<file path="src/rtl/bip_datapath.sv">
// BIP core datapath: 16-bit accumulator, add/subtract ALU and registered Zero/Negative flags.
// Define DATAPATH_EXT_OUT_EN to expose the sign-extended operand on ext_out.
module bip_datapath #(
  parameter int OPERAND_WIDTH = 11,
  parameter int DATA_WIDTH    = 16
) (
  input  logic                     clock_in,
  input  logic                     acc_reset_in,
  input  logic                     status_reset_in,
  input  logic [OPERAND_WIDTH-1:0] operand_in,
  input  logic [DATA_WIDTH-1:0]    data_in,
  input  logic                     alu_op_in,
  input  logic [1:0]               sel_A_in,
  input  logic                     sel_B_in,
  input  logic                     acc_wr_in,
  input  logic                     status_wr_in,
  output logic [DATA_WIDTH-1:0]    data_out,
  output logic [OPERAND_WIDTH-1:0] data_address_out,
  output logic                     status_Z_out,
`ifdef DATAPATH_EXT_OUT_EN
  output logic                     status_N_out,
  output logic [DATA_WIDTH-1:0]    ext_out
`else
  output logic                     status_N_out
`endif
);

  logic [DATA_WIDTH-1:0] acc;
  logic [DATA_WIDTH-1:0] ext;
  logic [DATA_WIDTH-1:0] operand_b;
  logic [DATA_WIDTH-1:0] alu_result;
  logic [DATA_WIDTH-1:0] acc_next;
  logic                  flag_z;
  logic                  flag_n;

  // Signed cast then resize replicates the operand MSB, and stays legal when the widths are equal.
  assign ext = DATA_WIDTH'($signed(operand_in));

  always_comb begin
    operand_b = sel_B_in ? ext : data_in;
    alu_result = alu_op_in ? (acc - operand_b) : (acc + operand_b);
    acc_next = acc;
    unique case (sel_A_in)
      2'b00:   acc_next = data_in;
      2'b01:   acc_next = ext;
      2'b10:   acc_next = alu_result;
      default: acc_next = acc;
    endcase
  end

  always_ff @(posedge clock_in) begin
    if (acc_reset_in) begin
      acc <= '0;
    end else if (acc_wr_in) begin
      acc <= acc_next;
    end
  end

  // Flags track the ALU result of this cycle, not whatever gets loaded into ACC.
  always_ff @(posedge clock_in) begin
    if (status_reset_in) begin
      flag_z <= 1'b0;
      flag_n <= 1'b0;
    end else if (status_wr_in) begin
      flag_z <= (alu_result == '0);
      flag_n <= alu_result[DATA_WIDTH-1];
    end
  end

  assign data_out         = acc;
  assign data_address_out = operand_in;
  assign status_Z_out     = flag_z;
  assign status_N_out     = flag_n;
`ifdef DATAPATH_EXT_OUT_EN
  assign ext_out          = ext;
`endif

endmodule

</file>
<file path="config.mk">
export PLATFORM = sky130hd
export DESIGN_NAME = bip_datapath
export DESIGN_NICKNAME = d
export VERILOG_FILES = /design/src/rtl/bip_datapath.sv
export SDC_FILE = /design/constraint.sdc
export NUM_CORES = 1
export LEC_CHECK = 0
export ABC_AREA = 0
export CAP_MARGIN = 20
export CORE_ASPECT_RATIO = 0.7
export CORE_MARGIN = 4
export CORE_UTILIZATION = 50
export CTS_CLUSTER_SIZE = 8
export DETAILED_ROUTE_END_ITERATION = 7
export PLACE_DENSITY_LB_ADDON = 0.08
export SLEW_MARGIN = 20
export SYNTH_ARGS = -nofsm -noshare
export SYNTH_HDL_FRONTEND = slang
export SYNTH_SLANG_ARGS = --single-unit
</file>
<file path="constraint.sdc">
create_clock -name clock_in -period 5.2 [get_ports clock_in]
set_input_delay 1.04 -clock clock_in [delete_from_list [all_inputs] [get_ports clock_in]]
set_output_delay 1.04 -clock clock_in [all_outputs]
set_load 0.01 [all_outputs]
</file>
==> reports/metrics.cfg, run 1 <==
[run]
drv_cap=0

[logic_synthesis]
syn_nets=387
yosysWarnings=0
synthSimpleGateAreaFrac_pct=23.53
ys_seq_area_share_pct=14.89
yosys.area_share.adder_pct=10.65
syn_inst=331
async_reset_ff_share_pct=0
syn-cell-area_um2=2420
ys_ff_latch=18
yosysMostFrequentCell=a21oi_1
muxShareOfSynthArea_pct=2.999
synth_compound_area_share_pct=31.13
synth_top_area_cell=dfxtp_1
synth_cell_types=64
yosysTopAreaCellShare_pct=14.89
synth_xor_xnor_area_share_pct=8.687
synth_area_leaders=dfxtp_1 (15%), ha_1 (9.8%), a21oi_1 (6.8%)
synth_ff_type=dfxtp_1
synthTopCellsByCount=a21oi_1 (33), nand2_1 (29), nor2_1 (26), ha_1 (19), o21ai_0 (19)
synth_top_family_by_area=compound AO/OA/AOI/OAI gates
synth_edf_count=0
avgSynthCellArea_um2=7.311

[cts]
cts.path.max_buffers=2
clk_pin_slew_worst_paths_ns=0.09
cts_root_buf=clkbuf_8
postCtsSetupRepairBufs=0
cts_tree=yes
cts_sinks=18
insertion_delay_ns=0.27
cts_buffers=3
htreeDepth=1

[cells_and_area]
areaGrowthSynthToFinish_pct=29.68
antennaDiodeCount=0
finalNetCount=440
drive_gt1_share_pct=6.789

[route]
postRouteWirelength_mm=8.029
wl_per_cell_um=18.33
drc=0
drtPass1Iterations=5
ant_nets=0
drt_iter0_drc=291
viasPerCell=6.221
vias=2725

[worst_setup_path]
required_ns=5.33
path_class=in2reg
cp-start-kind=input pin
worstPathArrival_ns=4.94
crit_fanout=20
end_kind=flop

[floorplanning]
rows=20
fp.dieArea_um2=6035
core_area_um2=4504
initial_core_util_pct=53.72
die_x_um=91.15
fp.dieH_um=66.21
io-pin-count=65

[power_and_ir_drop]
ir_drop_uv=140.7
power.density_nw_per_um2=207.1
p_leak_nw=1.237

[sta]
relSlewSlack_pct=39.00
grt_setup_unrepaired=no
final-hold-violation-count=0
clock_skew_ns=0.0009678
finalSetupTns_ns=0
finalMaxSlewViolations=0
fin_crit_ns=4.816
finalCritPeriodShare_pct=92.61
hold_ws_ns=0.4822
setup_viol=0
worst_pin_slew_ns=0.9150
fmax_mhz=207.7

[placed_design]
gp_congestion=0.9641
dp_hpwl_mm=6.036
portBuffers=64

[min_path]
min_path_type=reg2reg

[grt]
grt_start_max_net_pins=24
grt_pass1_vias=2573
grt_usage_pct=26.65
grt_pass1_wl_mm=12.93
antenna_found_initial=0
grt-ovfl-total=0

[run_status]
outcome=finished, final reports clean

## logic make-up (layout without fill, tap and decap cells)
logic type               count (synthesis)  after routing
AO/OA/AOI/OAI                          111            111
buffers and inverters                   41             93
flip-flops                              18             18
AND/OR/NAND/NOR                        110            110
XOR/XNOR                                24             24
adder cells (fa/ha/maj)                 20             20
multiplexers                             7              7
## through the flow
stage | setup WS, ns | utilization, % | cells | power [mW] | instance area, µm²
3_3_place_gp | 0.1015 | 68.31 | 434 | 0.5117 | 3077
6_report | 0.3844 | 69.67 | 438 | 0.6498 | 3138
2_1_floorplan | 0.6610 | - | 331 | 0.3925 | 2420
5_1_grt | 0.1451 | 69.67 | 438 | 0.6867 | 3138
4_1_cts | 0.3061 | 69.53 | 438 | 0.6425 | 3132
3_5_place_dp | 0.07579 | 68.31 | 434 | 0.5132 | 3077
## registers in the layout, indices dropped and copies added (netlist names)
register	flops
data_out	16
status_N_out	1
status_Z_out	1
## what timing repair did
item                                    CTS  global route
resized for setup                         0             1
endpoints found under the setup margin    0             1
hold buffers                              0             0
## critical path: stages
cell and delay, ns:
clkdlybuf4s50_1 0.51, buf_12 0.21, buf_4 0.19, o32a_1 0.38
nor3_1 0.25, and2_1 0.22, a21oi_1 0.10, xnor2_1 0.12
mux2_2 0.27, ha_1 0.35, a21oi_1 0.16, a21boi_0 0.11
a311oi_2 0.38, a21oi_1 0.14, xnor2_1 0.28, o21bai_1 0.09
nor3b_1 0.14
## final timing paths
check,from,end,slack [ns],cells after the start
worst min-delay path,data_out[11],data_out[11],0.48,2
worst min register to register,data_out[11],data_out[11],0.48,2
worst max-delay path,sel_B_in,data_out[15],0.38,17
worst max register to register,data_out[0],status_Z_out,1.96,11
## cell usage in the layout (no fill, tap or decap), drive strengths merged, types with 3 or more instances in the layout
| cell | count |
|---|---|
| clkdlybuf4s50 | 64 |
| a21oi | 33 |
| nand2 | 29 |
| nor2 | 26 |
| o21ai | 20 |
| ha | 19 |
| dfxtp | 18 |
| inv | 15 |
| xnor2 | 13 |
| nand2b | 12 |
| xor2 | 11 |
| nor3 | 10 |
| buf | 10 |
| and3 | 6 |
| o211ai | 6 |
| mux2i | 5 |
| o31ai | 5 |
| o21a | 5 |
| nor3b | 4 |
| clkbuf | 4 |
| o221ai | 3 |
| o41ai | 3 |
| nand3 | 3 |
| a221o | 3 |
| a22oi | 3 |
| nor4 | 3 |
| nor2b | 3 |
| or4 | 3 |
## where the power goes
| part | internal (mW) | total [mW] | switching, mW |
|---|---|---|---|
| logic | 0.171 | 0.364 | 0.193 |
| clock network | 0.0677 | 0.129 | 0.0613 |
| registers | 0.148 | 0.157 | 0.00876 |
| total | 0.387 | 0.650 | 0.263 |
## layer usage
| metal | GRT usage, % | routed length [µm] | up-vias |
|---|---|---|---|
| met3 | 8.532 | 991 | 10 |
| li1 | - | - | 1315 |
| met4 | 4.135 | 92 | 0 |
| met1 | 38.05 | 3692 | 1244 |
| met2 | 39.41 | 3254 | 156 |
| met5 | 0 | 0 | - |
## layout make-up
class	count	area, µm²
flip-flops and latches	18	360.3
fillers	398	1366
inverters	15	56.30
clock buffers	4	55.05
well taps	55	68.82
repair buffers	74	728.2
multi-input cells	272	1869
Power figures use the tool's default switching activity.
==> inputs of run 2 (changes only) <==
- SLEW_MARGIN: 20 -> not set
==> results of run 2 <==
No change in the layout: final DEF, timing and power equal those of run 1.
==> inputs of run 3 (changes only) <==
- clock period: 5.2 -> 5.4 ns (I/O delays scaled with it)
==> reports/metrics.cfg, run 3 (synthesis gave the netlist of run 1 again) <==
[sta]
setup_ws_ns=0.3421
finalCritPeriodShare_pct=93.66
relSlewSlack_pct=41.86
finalMaxSlewViolations=0
final-hold-violation-count=0
grt_setup_unrepaired=no
fin_crit_ns=5.058
worst_pin_slew_ns=0.8722
clock_skew_ns=0.006466
fmax_mhz=197.7
setup_viol=0
finalSetupTns_ns=0

[cts]
htreeDepth=1
postCtsSetupRepairBufs=0
hold_buffers=0
insertion_delay_ns=0.27
cts_root_buf=clkbuf_8
cts.path.max_buffers=2
cts_sinks=18
clk_pin_slew_worst_paths_ns=0.07
cts_buffers=3
cts_tree=yes

[route]
postRouteWirelength_mm=7.814
wl_per_cell_um=18.17
vias=2708
viasPerCell=6.298
drt_iter0_drc=335
ant_nets=0
drtPass1Iterations=5
drc=0

[worst_setup_path]
worstPathArrival_ns=5.18
crit_path_max_incr_delay_ns=0.59
path_class=in2reg
crit_fanout=35
cp_cell_sequence=clkdlybuf4s50_1 > buf_12 > nor3b_1 > o22ai_1 > nor3_1 > and2_1 > nor2_1 > xnor2_1 > ha_1 > and3_1 > and3_1 > a311oi_2 > a21oi_1 > xnor2_1 > o21bai_1 > nor3b_1
end_kind=flop
critPathSlowestCell=clkdlybuf4s50_1
cp-start-kind=input pin
worst-path-buf-inv=2
required_ns=5.52
crit_family=simple AND/OR/NAND/NOR gates

[cells_and_area]
final_common_cell=clkdlybuf4s50_1
finalNetCount=433
areaGrowthSynthToFinish_pct=26.94
drive_gt1_share_pct=4.800
antennaDiodeCount=0
largest_reg_flops=16
mostFrequentLayoutCells=clkdlybuf4s50_1 (64), a21oi_1 (33), nand2_1 (29)

[grt]
grt_pass1_wl_mm=12.74
grt_start_max_net_pins=36
grt-ovfl-total=0
grt_pass1_vias=2567
antenna_found_initial=0
grt_usage_pct=26.27

[power_and_ir_drop]
power.density_nw_per_um2=194.5
design_power_total_mw=0.5974
internal-power_mw=0.3522
p_leak_nw=1.196
p_sw_mw=0.2452
seqPwrFrac_pct=25.3
combPwrFrac_pct=57.4
swShare_pct=41.04
pwr-share-clk_pct=17.3
ir_drop_uv=105.5

[floorplanning]
die_x_um=91.15
fp.dieH_um=66.21
core_area_um2=4504
io-pin-count=65
initial_core_util_pct=53.72
rows=20
fp.dieArea_um2=6035

[placed_design]
post-place-ws_ns=0.04703
gp_congestion=0.9319
dp_hpwl_mm=5.909
portBuffers=64

[run]
drv_cap=0

[run_status]
outcome=finished, final reports clean

[min_path]
min_path_type=reg2reg

[run 3: cell count changes in the layout (fill, tap and decap cells not counted)]
cell | before | now
clkbuf_8 | 4 | 3
buf_4 | 9 | 2
[run 3: metal layers]
| metal | up-vias | track usage [%] | share of wire, % |
|---|---|---|---|
| met5 | - | 0 | 0 |
| met3 | 10 | 6.940 | 11 |
| met1 | 1235 | 38.40 | 48 |
| met2 | 162 | 38.41 | 41 |
| met4 | 0 | 5.075 | 0.60 |
| li1 | 1301 | - | - |
[run 3: tightest hold or removal path: stages, from the launching register on]
cell	delay, ns
dfxtp_1	0.33
nand2_1	0.06
a21oi_1	0.05
[run 3: final cells by class]
class / count / area [µm²]
clock buffers: 3 / 41.29
inverters: 15 / 56.30
well taps: 55 / 68.82
multi-input cells: 272 / 1869
fillers: 392 / 1433
flip-flops and latches: 18 / 360.3
repair buffers: 67 / 675.6
[run 3: path summary, 6_finish.rpt]
kind | from | to | slack (ns) | cells after the start
max | sel_B_in | data_out[15] | 0.34 | 16
min | data_out[0] | data_out[0] | 0.48 | 2
max reg2reg | data_out[0] | status_Z_out | 2.32 | 11
min reg2reg | data_out[0] | data_out[0] | 0.48 | 2
[run 3: power by group through the flow]
| stage | Sequential [mW] | Combinational, mW | Clock, mW |
|---|---|---|---|
| finish | 0.151 | 0.343 | 0.104 |
| global route | 0.152 | 0.374 | 0.110 |
| CTS | 0.151 | 0.335 | 0.105 |
| detailed placement | 0.154 | 0.332 | 0 |
| global placement | 0.154 | 0.332 | 0 |
| floorplan | 0.157 | 0.221 | 0 |
[run 3: per-stage QoR]
step | area, µm² | hold WS, ns | util [%] | instances
6_report | 3072 | 0.4781 | 68.19 | 430
5_1_grt | 3072 | 0.5041 | 68.19 | 430
4_1_cts | 3065 | 0.4788 | 68.06 | 430
3_5_place_dp | 3024 | 0.4679 | 67.14 | 427
3_3_place_gp | 3024 | 0.4618 | 67.14 | 427
2_1_floorplan | 2420 | 0.4925 | - | 331
[run 3: timing repair]
action / CTS / global route
setup endpoints to repair: 0 / 2
resized for setup: 0 / 1
hold endpoints to repair: 0 / 0
